$ cat config.mk
export PLATFORM = sky130hd
export DESIGN_NAME = alsu_pipe
export DESIGN_NICKNAME = d
export VERILOG_FILES = /design/src/rtl/alsu_pipe.sv
export SDC_FILE = /design/constraint.sdc
export NUM_CORES = 1
export LEC_CHECK = 0
export BUFFER_PORTS_ARGS = -buffer_cell sky130_fd_sc_hd__buf_2
export CAP_MARGIN = 20
export CORE_ASPECT_RATIO = 0.6
export CORE_MARGIN = 2
export CORE_UTILIZATION = 55
export CTS_CLUSTER_SIZE = 16
export DETAILED_ROUTE_END_ITERATION = 8
export GPL_ROUTABILITY_DRIVEN = 0
export GPL_TIMING_DRIVEN = 1
export PLACE_DENSITY = 0.81
export SLEW_MARGIN = 20
export SYNTH_ARGS = -nofsm -noshare
export SYNTH_HDL_FRONTEND = slang
export SYNTH_SLANG_ARGS = --single-unit
export TNS_END_PERCENT = 50
$ cat constraint.sdc
create_clock -name clk -period 5.7 [get_ports clk]
set_input_delay 0.57 -clock clk [delete_from_list [all_inputs] [get_ports clk]]
set_output_delay 0.57 -clock clk [all_outputs]
set_load 0.02 [all_outputs]
$ cat src/rtl/alsu_pipe.sv
// alsu_pipe: two-stage valid/ready ALSU (capture stage S1, result stage).
// Invalid requests are dropped, counted and announced on an LED blink.
module alsu_pipe #(
    parameter int WIDTH          = 3,
    parameter     INPUT_PRIORITY = "A",
    parameter     FULL_ADDER     = "ON",
    parameter int BLINK_CYCLES   = 8,
    parameter int LED_WIDTH      = 16
) (
    input  logic                 clk,
    input  logic                 rst,
    input  logic                 in_valid,
    output logic                 in_ready,
    input  logic [WIDTH-1:0]     A,
    input  logic [WIDTH-1:0]     B,
    input  logic [2:0]           opcode,
    input  logic                 cin,
    input  logic                 serial_in,
    input  logic                 direction,
    input  logic                 red_op_A,
    input  logic                 red_op_B,
    input  logic                 bypass_A,
    input  logic                 bypass_B,
    output logic                 out_valid,
    input  logic                 out_ready,
    output logic [2*WIDTH-1:0]   out,
    output logic                 err,
    output logic [7:0]           err_cnt,
    output logic [LED_WIDTH-1:0] leds
);

    localparam bit PRI_A   = (INPUT_PRIORITY == "A");
    localparam bit USE_CIN = (FULL_ADDER == "ON");
    localparam int CW      = (BLINK_CYCLES > 1) ? $clog2(BLINK_CYCLES) : 1;
    localparam logic [CW-1:0] CNT_LAST = CW'(BLINK_CYCLES - 1);

    localparam logic [2:0] OP_AND = 3'd0;
    localparam logic [2:0] OP_XOR = 3'd1;
    localparam logic [2:0] OP_ADD = 3'd2;
    localparam logic [2:0] OP_MUL = 3'd3;
    localparam logic [2:0] OP_SHF = 3'd4;
    localparam logic [2:0] OP_ROT = 3'd5;

    typedef enum logic {S_RUN, S_BLINK} state_t;

    typedef struct packed {
        logic [WIDTH-1:0] a;
        logic [WIDTH-1:0] b;
        logic [2:0]       op;
        logic             cin;
        logic             sin;
        logic             dir;
        logic             red_a;
        logic             red_b;
        logic             byp_a;
        logic             byp_b;
    } s1_t;

    s1_t                r_s1;
    logic               r_s1_valid;
    logic               r_out_valid;
    logic [2*WIDTH-1:0] r_out;
    logic               r_err;
    logic [7:0]         r_err_cnt;
    state_t             r_state;
    logic [CW-1:0]      r_blink_cnt;

    s1_t                w_req;
    state_t             w_state_nxt;
    logic [CW-1:0]      w_cnt_nxt;
    logic               w_s1_inv;
    logic               w_s1_adv;
    logic               w_drop;
    logic               w_accept;
    logic               w_cin;
    logic [WIDTH-1:0]   w_x;
    logic [WIDTH-1:0]   w_rsrc;
    logic [WIDTH:0]     w_sum;
    logic [2*WIDTH-1:0] w_prod;
    logic [2*WIDTH-1:0] w_res;

    always_comb begin
        w_req       = '0;
        w_req.a     = A;
        w_req.b     = B;
        w_req.op    = opcode;
        w_req.cin   = cin;
        w_req.sin   = serial_in;
        w_req.dir   = direction;
        w_req.red_a = red_op_A;
        w_req.red_b = red_op_B;
        w_req.byp_a = bypass_A;
        w_req.byp_b = bypass_B;
    end

    // Validity outranks bypass: a reduction flag only makes sense for AND/XOR.
    assign w_s1_inv = (r_s1.op[2:1] == 2'b11) ||
                      ((r_s1.red_a || r_s1.red_b) && (r_s1.op[2:1] != 2'b00));
    assign w_s1_adv = r_s1_valid && (!r_out_valid || out_ready);
    assign w_drop   = w_s1_adv && w_s1_inv;
    assign in_ready = (r_state == S_RUN) && rst && (!r_s1_valid || w_s1_adv);
    assign w_accept = in_valid && in_ready;

    assign w_x    = PRI_A ? r_s1.a : r_s1.b;
    assign w_rsrc = (r_s1.red_a && r_s1.red_b) ? w_x :
                    (r_s1.red_a ? r_s1.a : r_s1.b);
    assign w_cin  = USE_CIN ? r_s1.cin : 1'b0;
    assign w_sum  = {1'b0, r_s1.a} + {1'b0, r_s1.b} + {{WIDTH{1'b0}}, w_cin};
    assign w_prod = {{WIDTH{1'b0}}, r_s1.a} * {{WIDTH{1'b0}}, r_s1.b};

    always_comb begin
        w_res = '0;
        if (r_s1.byp_a || r_s1.byp_b) begin
            w_res[WIDTH-1:0] = (r_s1.byp_a && r_s1.byp_b) ? w_x :
                               (r_s1.byp_a ? r_s1.a : r_s1.b);
        end else begin
            unique case (r_s1.op)
                OP_AND: begin
                    if (r_s1.red_a || r_s1.red_b) w_res[0] = &w_rsrc;
                    else w_res[WIDTH-1:0] = r_s1.a & r_s1.b;
                end
                OP_XOR: begin
                    if (r_s1.red_a || r_s1.red_b) w_res[0] = ^w_rsrc;
                    else w_res[WIDTH-1:0] = r_s1.a ^ r_s1.b;
                end
                OP_ADD: w_res[WIDTH:0] = w_sum;
                OP_MUL: w_res = w_prod;
                OP_SHF: w_res[WIDTH-1:0] = r_s1.dir ?
                            {w_x[WIDTH-2:0], r_s1.sin} :
                            {r_s1.sin, w_x[WIDTH-1:1]};
                OP_ROT: w_res[WIDTH-1:0] = r_s1.dir ?
                            {w_x[WIDTH-2:0], w_x[WIDTH-1]} :
                            {w_x[0], w_x[WIDTH-1:1]};
                default: w_res = '0;
            endcase
        end
    end

    always_ff @(posedge clk or negedge rst) begin
        if (!rst) begin
            r_s1_valid <= 1'b0;
            r_s1       <= '0;
        end else if (w_accept) begin
            r_s1_valid <= 1'b1;
            r_s1       <= w_req;
        end else if (w_s1_adv) begin
            r_s1_valid <= 1'b0;
        end
    end

    always_ff @(posedge clk or negedge rst) begin
        if (!rst) begin
            r_out_valid <= 1'b0;
            r_out       <= '0;
        end else if (w_s1_adv) begin
            r_out_valid <= !w_s1_inv;
            if (!w_s1_inv) r_out <= w_res;
        end else if (out_ready) begin
            r_out_valid <= 1'b0;
        end
    end

    always_ff @(posedge clk or negedge rst) begin
        if (!rst) begin
            r_err     <= 1'b0;
            r_err_cnt <= '0;
        end else begin
            r_err <= w_drop;
            if (w_drop && (r_err_cnt != 8'hFF)) r_err_cnt <= r_err_cnt + 8'd1;
        end
    end

    always_ff @(posedge clk or negedge rst) begin
        if (!rst) begin
            r_state     <= S_RUN;
            r_blink_cnt <= '0;
        end else begin
            r_state     <= w_state_nxt;
            r_blink_cnt <= w_cnt_nxt;
        end
    end

    // A drop seen while already blinking restarts the sequence.
    always_comb begin
        w_state_nxt = r_state;
        w_cnt_nxt   = r_blink_cnt;
        unique case (r_state)
            S_RUN: begin
                if (w_drop) begin
                    w_state_nxt = S_BLINK;
                    w_cnt_nxt   = '0;
                end
            end
            S_BLINK: begin
                if (w_drop) begin
                    w_cnt_nxt = '0;
                end else if (r_blink_cnt == CNT_LAST) begin
                    w_state_nxt = S_RUN;
                    w_cnt_nxt   = '0;
                end else begin
                    w_cnt_nxt = r_blink_cnt + CW'(1);
                end
            end
            default: begin
                w_state_nxt = S_RUN;
                w_cnt_nxt   = '0;
            end
        endcase
    end

    assign out_valid = r_out_valid;
    assign out       = r_out;
    assign err       = r_err;
    assign err_cnt   = r_err_cnt;
    assign leds      = {LED_WIDTH{(r_state == S_BLINK) && !r_blink_cnt[0]}};

endmodule

==> results of run 1 <==
[final cells by class]
cell class,count,area (µm²),area share [%]
multi-input combinational,152,1240,47.7
inverter,4,15.0,0.577
sequential,37,926,35.6
timing repair buffer,52,260,10.0
clock inverter,3,17.5,0.673
tap,60,75.1,2.88
clock buffer,5,68.8,2.64
[kinds of logic after synthesis]
| family | synth area share (%) |
|---|---|
| DFF | 39.3 |
| buffers and inverters | 7.97 |
| muxes | 12.5 |
| adders and majority gates | 9.78 |
| xor gates and xnor gates | 4.09 |
| and+or+nand+nor | 16.4 |
| AOI/OAI and AO/OA | 9.88 |
[cell usage in the layout (no fill, tap or decap), types with 2 or more instances in the layout]
master	count
buf_2	52
dfrtp_1	37
mux2_2	20
nand2_1	15
ha_1	12
a21oi_1	9
xor2_1	8
nand2b_1	7
nor2b_1	7
mux2i_1	7
nor2_1	7
and2_1	6
o21ai_0	5
a211oi_1	5
clkbuf_8	5
inv_1	4
nand3b_1	4
fa_1	4
nand3_1	3
xnor2_1	3
nor3_1	3
a211o_1	2
and4_1	2
o31ai_1	2
a2111oi_0	2
clkinv_2	2
[worst max-delay path: cells and delay by family (launching register included)]
kind                     cells  cell delay [ns]
AO/OA/AOI/OAI                3             0.42
adder cells (fa/ha/maj)      4             1.48
buffers and inverters        1             0.04
flip-flops                   1             0.50
[worst paths after layout]
check / from / endpoint / depth (start not counted)
worst min-delay path: rst / out[4] / 1
worst max-delay path: w_x[1] / out[3] / 8
min in group clk: out[4] / out[4] / 2
worst max register to register: w_x[1] / out[3] / 8
max in group asynchronous: rst / err_cnt[3] / 1
worst min register to register: out[4] / out[4] / 2
[registers in the layout (all words and copies together), names as in the netlist]
name         count
w_x              3
r_blink_cnt      3
w_cin            1
out              6
err              1
err_cnt          8
r_s1_valid       1
r_state          1
out_valid        1
r_s1            12
[per-layer routing]
metal / vias up / wire, µm / track usage [%]
met4: 0 / 0 / 2.27
met1: 783 / 2350 / 32.9
met5: - / 0 / 0
li1: 827 / - / -
met2: 79 / 1750 / 26.1
met3: 0 / 450 / 6.94
[metrics by stage]
step | worst slack (ns) | power, µW
after floorplan | 3.37 | 1230
after global placement | 3.27 | 1350
after detailed placement | 3.21 | 1380
after CTS | 3.19 | 1560
after global routing | 3.01 | 1700
final | 3.18 | 1560
[power groups by stage]
stage,registers [µW],clock network [µW],logic [µW]
floorplan,513,0,715
global placement,553,0,797
detailed placement,560,0,819
CTS,555,181,820
global route,584,194,920
finish,561,178,818
==> impl_metrics.yaml, run 1 <==
run_status:
  status: "completed"
global_routing:
  grt_first_pass_wirelength_um: 7320
  grt_max_degree: 39
  grt_usage_pct: 20.3
  grt_pass1_vias: 1463
  antenna_found_initial: 0
  overflow: 0
floorplan:
  ios: 53
  die_h_um: 54.7
  die-area_um2: 4840
  coreArea_um2: 4100
  die_w_um: 88.5
  num_rows: 18
  initial_core_util_pct: 57.4
cts:
  cts_root_buf: "clkbuf_8"
  post_cts_resized: 0
  cts_buffer_depth: 2
  clock_insertion_delay_worst_skew_ns: 0.29
  cts_buffers: 5
  cts_tree: "done"
  htree_num_levels: 2
  hold_buffers: 0
  cts.sinks: 37
  cts.clk_slew.worst_paths_ns: 0.07
  post_cts_buffers: 0
sta:
  skew_ns: 0.00637
  finalHoldViolCount: 0
  tightest_slew_ns: 0.820
  finalCritPeriodShare_pct: 44.2
  setup_violations: 0
  max_freq_mhz: 397
  slew-limit-headroom_pct: 45.3
  rsz0062_at_grt: "no"
  period_minus_slack_ns: 2.52
  finalSetupTns_ns: 0
  timing.hold.ws_ns: 0.374
  final_max_slew_viol_count: 0
cells_and_area:
  final_core_util_pct: 63.5
  drive_gt1_share_pct: 34.4
  antenna_cells: 0
  nFillCells: 359
  area_growth_pct: 10.6
  fin_nets: 288
  stdcell_area_um2: 2600
  finalNonFillerCells: 313
power:
  p_leak_uw: 0.00123
  p_sw_uw: 722
  intPower_uw: 835
  seqPwrFrac_pct: 36.0
  peakVddDrop_mv: 0.286
  p_sw_share_pct: 46.4
  p_clk_share_pct: 11.4
  power_frac_comb_pct: 52.5
  power_density_nw_per_um2: 598
routing:
  vias: 1689
  ant_nets: 0
  via_per_inst: 5.40
  wirelength_um: 4560
  wl_per_cell_um: 14.6
  drc_errors: 0
  initialDrtViolationCount: 109
  drtPass1Iterations: 4
critical_path:
  worst_path_largest_cell_delay_ns: 0.50
  path_max_fanout: 9
  crit_path_cell_trace: "ha_1 > fa_1 > ha_1 > fa_1 > inv_1 > a21oi_1 > o311ai_0 > o21ai_0"
  path_class: "flop to flop"
  worstSetupStartpointType: "flop"
  reg2reg_setup_slack_ns: 3.18
  crit_slowest_cell: "dfrtp_1"
  critPathRequiredTime_ns: 5.89
  cp-end-kind: "flop"
  worstPathArrival_ns: 2.72
synthesis:
  yosys_warnings: 0
  synth.distinct_cells: 47
  synthesis.area_um2: 2350
  synth.avg_cell_area_um2: 10.8
  seq_area_frac_synth_pct: 39.3
  synth_flop_cell: "dfrtp_1"
  yosys.area.top_type: "dfrtp_1"
  synth_commonest_cells: "dfrtp_1, mux2_2, buf_4, nand2_1, ha_1"
  async_flop_share_pct: 100
  ys_seq_elements: 37
  synth_edf_count: 0
  synth_most_common_cell: "dfrtp_1"
  synth.area.top_cells: "dfrtp_1, mux2_2, ha_1"
  synth_top_area_share_pct: 39.3
  syn_inst: 218
  syn-num-nets: 254
place:
  hpwl_um: 3410
  dpl.cell_count: 305
  port_buffers: 52
  place_area_um2: 2520
job:
  drv_cap: 0
min_path:
  hold_class: "input pin to asynchronous set/reset pin"
(Power assumes the default switching activity.)
==> run 2, diff against run 1 <==
--- a/config.mk
+++ b/config.mk
@@ -5,16 +5,17 @@
 export SDC_FILE = /design/constraint.sdc
 export NUM_CORES = 1
 export LEC_CHECK = 0
+export ABC_AREA = 1
 export BUFFER_PORTS_ARGS = -buffer_cell sky130_fd_sc_hd__buf_2
 export CAP_MARGIN = 20
 export CORE_ASPECT_RATIO = 0.6
 export CORE_MARGIN = 2
-export CORE_UTILIZATION = 55
+export CORE_UTILIZATION = 54
 export CTS_CLUSTER_SIZE = 16
 export DETAILED_ROUTE_END_ITERATION = 8
 export GPL_ROUTABILITY_DRIVEN = 0
 export GPL_TIMING_DRIVEN = 1
-export PLACE_DENSITY = 0.81
+export PLACE_DENSITY = 0.8
 export SLEW_MARGIN = 20
 export SYNTH_ARGS = -nofsm -noshare
 export SYNTH_HDL_FRONTEND = slang
==> constraint.sdc (replaced) <==
create_clock -name clk -period 2.6 [get_ports clk]
set_input_delay 0.26 -clock clk [delete_from_list [all_inputs] [get_ports clk]]
set_output_delay 0.26 -clock clk [all_outputs]
set_load 0.02 [all_outputs]
==> run 2 against run 1 <==
Effect of this change:
- final cell count is 24% higher
- via count grew 18%
- synthesized area fell by 1.4%
- non-clock buffer count increased by 1
- global-route usage is 1.9 points higher
- first-iteration DRC count grew 94%
- wire length increased by 10%
- critical path depth shrank 2
==> impl_metrics.yaml, run 2 <==
critical_path:
  worstPathArrival_ns: 2.45
  reg2reg_setup_slack_ns: 0.32
  path_class: "flop to flop"
  reg2reg_to: "out[4]"
  r2r-start: "w_x[1]"
  path_max_fanout: 9
  critPathRequiredTime_ns: 2.77
  worstSetupStartpointType: "flop"
  rr_worst_depth: 6
  cp-end-kind: "flop"
synthesis:
  synth_commonest_cells: "nand2_1, nor2_1, dfrtp_1"
  yosys.area.top_type: "dfrtp_1"
  async_flop_share_pct: 100
  syn_inst: 287
  synth.area.top_cells: "dfrtp_1, nand2_1, nor2_1"
  synth_flop_cell: "dfrtp_1"
  synth.distinct_cells: 26
  ys_seq_elements: 37
  synth_top_area_share_pct: 39.9
  synth.avg_cell_area_um2: 8.09
  synth_most_common_cell: "nand2_1"
  yosys_warnings: 0
  syn-num-nets: 323
  synthesis.area_um2: 2320
  seq_area_frac_synth_pct: 39.9
  synth_edf_count: 0
cts:
  cts_tree: "done"
  cts_root_buf: "clkbuf_8"
  cts.sinks: 37
  htree_num_levels: 2
  cts.clk_slew.worst_paths_ns: 0.08
  clock_insertion_delay_worst_skew_ns: 0.29
  hold_buffers: 0
  cts_buffers: 5
  post_cts_resized: 0
  post_cts_buffers: 0
  cts_buffer_depth: 2
global_routing:
  grt_first_pass_wirelength_um: 8050
  grt_max_degree: 38
  overflow: 0
  grt_usage_pct: 22.2
  antenna_found_initial: 0
  grt_pass1_vias: 1730
cells_and_area:
  top_register: "r_s1"
  drive_gt1_share_pct: 23.1
  nFillCells: 356
  finalNonFillerCells: 389
  area_growth_pct: 12.2
  largest_register_ffs: 12
  fin_nets: 364
  antenna_cells: 0
  layout_common_cells: "nand2_1, buf_2, nor2_1"
place:
  hpwl_um: 3770
  port_buffers: 52
  dpl.cell_count: 381
sta:
  finalHoldViolCount: 0
  tightest_slew_ns: 0.663
  final_max_slew_viol_count: 0
  skew_ns: 0.00840
  finalCritPeriodShare_pct: 87.6
  max_freq_mhz: 439
  setup_violations: 0
  rsz0062_at_grt: "no"
  period_minus_slack_ns: 2.28
  slew-limit-headroom_pct: 55.6
  finalSetupTns_ns: 0
routing:
  wirelength_um: 5010
  drtPass1Iterations: 5
  vias: 1998
  via_per_inst: 5.14
  initialDrtViolationCount: 212
  wl_per_cell_um: 12.9
  drc_errors: 0
  ant_nets: 0
job:
  drv_cap: 0
floorplan:
  die-area_um2: 4860
  num_rows: 18
  initial_core_util_pct: 56.3
  ios: 53
  die_h_um: 54.8
  die_w_um: 88.6
  coreArea_um2: 4120
min_path:
  hold_class: "input pin to asynchronous set/reset pin"
power:
  p_leak_uw: 0.00143
  power_density_nw_per_um2: 1260
  peakVddDrop_mv: 0.667
run_status:
  status: "completed"
run 2: cell count changes after synthesis, moves of 13 or more:
cell / change
mux2_2: -13
a21oi_1: +13
nand2_1: +37
nor2_1: +34
inv_1: +25
nand3_1: +23
run 2: critical path: stages, from the launching register on:
cell	delay [ns]
dfrtp_1	0.49
ha_1	0.29
fa_1	0.49
ha_1	0.24
fa_1	0.39
xnor2_1	0.16
o21ai_0	0.10
run 2: layout make-up:
class,count,area (µm²),share of cell area [%]
multi-input combinational,201,1140,43.7
sequential,37,926,35.5
timing repair buffer,53,268,10.3
inverter,30,113,4.32
tap,60,75.1,2.88
clock buffer,5,68.8,2.64
clock inverter,3,17.5,0.672
run 2: per-stage QoR:
stage	hold slack [ns]	setup WS (ns)	total power, µW	area [µm²]	utilization [%]
6_report	0.0297	0.321	3280	2610	63.2
5_1_grt	0.0695	0.209	3620	2610	63.2
4_1_cts	0.0472	0.323	3280	2610	63.2
3_5_place_dp	0.368	0.340	2870	2520	61.1
3_3_place_gp	0.371	0.414	2810	2520	61.1
2_1_floorplan	-0.0356	0.486	2550	2320	-
run 2: cell families after synthesis:
| family | after synthesis | synth area share [%] |
|---|---|---|
| adders and majority gates | 16 | 9.92 |
| and+or+nand+nor | 132 | 24.0 |
| muxes | 7 | 3.40 |
| buffers and inverters | 49 | 11.1 |
| DFF | 37 | 39.9 |
| xor gates and xnor gates | 9 | 3.40 |
| AOI/OAI and AO/OA | 37 | 8.30 |
run 2: metal layers:
layer / vias up / global-route usage (%) / share of wire, %
met5: - / 0 / 0
met4: 0 / 4.29 / 0.62
met3: 6 / 6.18 / 6.2
met2: 72 / 30.8 / 42
met1: 927 / 34.3 / 51
li1: 993 / - / -
run 2: power breakdown:
group	switching (µW)	internal, µW
Combinational	1130	696
Clock	215	185
Sequential	270	784
Total	1610	1670
run 2: worst max path at each step:
stage,endpoint,slack (ns),depth (start not counted),start
floorplan,out[3],0.49,6,w_x[1]
global placement,out[3],0.41,6,w_x[1]
detailed placement,out[4],0.34,6,w_x[1]
CTS,out[4],0.32,6,w_x[1]
global route,out[4],0.21,6,w_x[1]
finish,out[4],0.32,6,w_x[1]
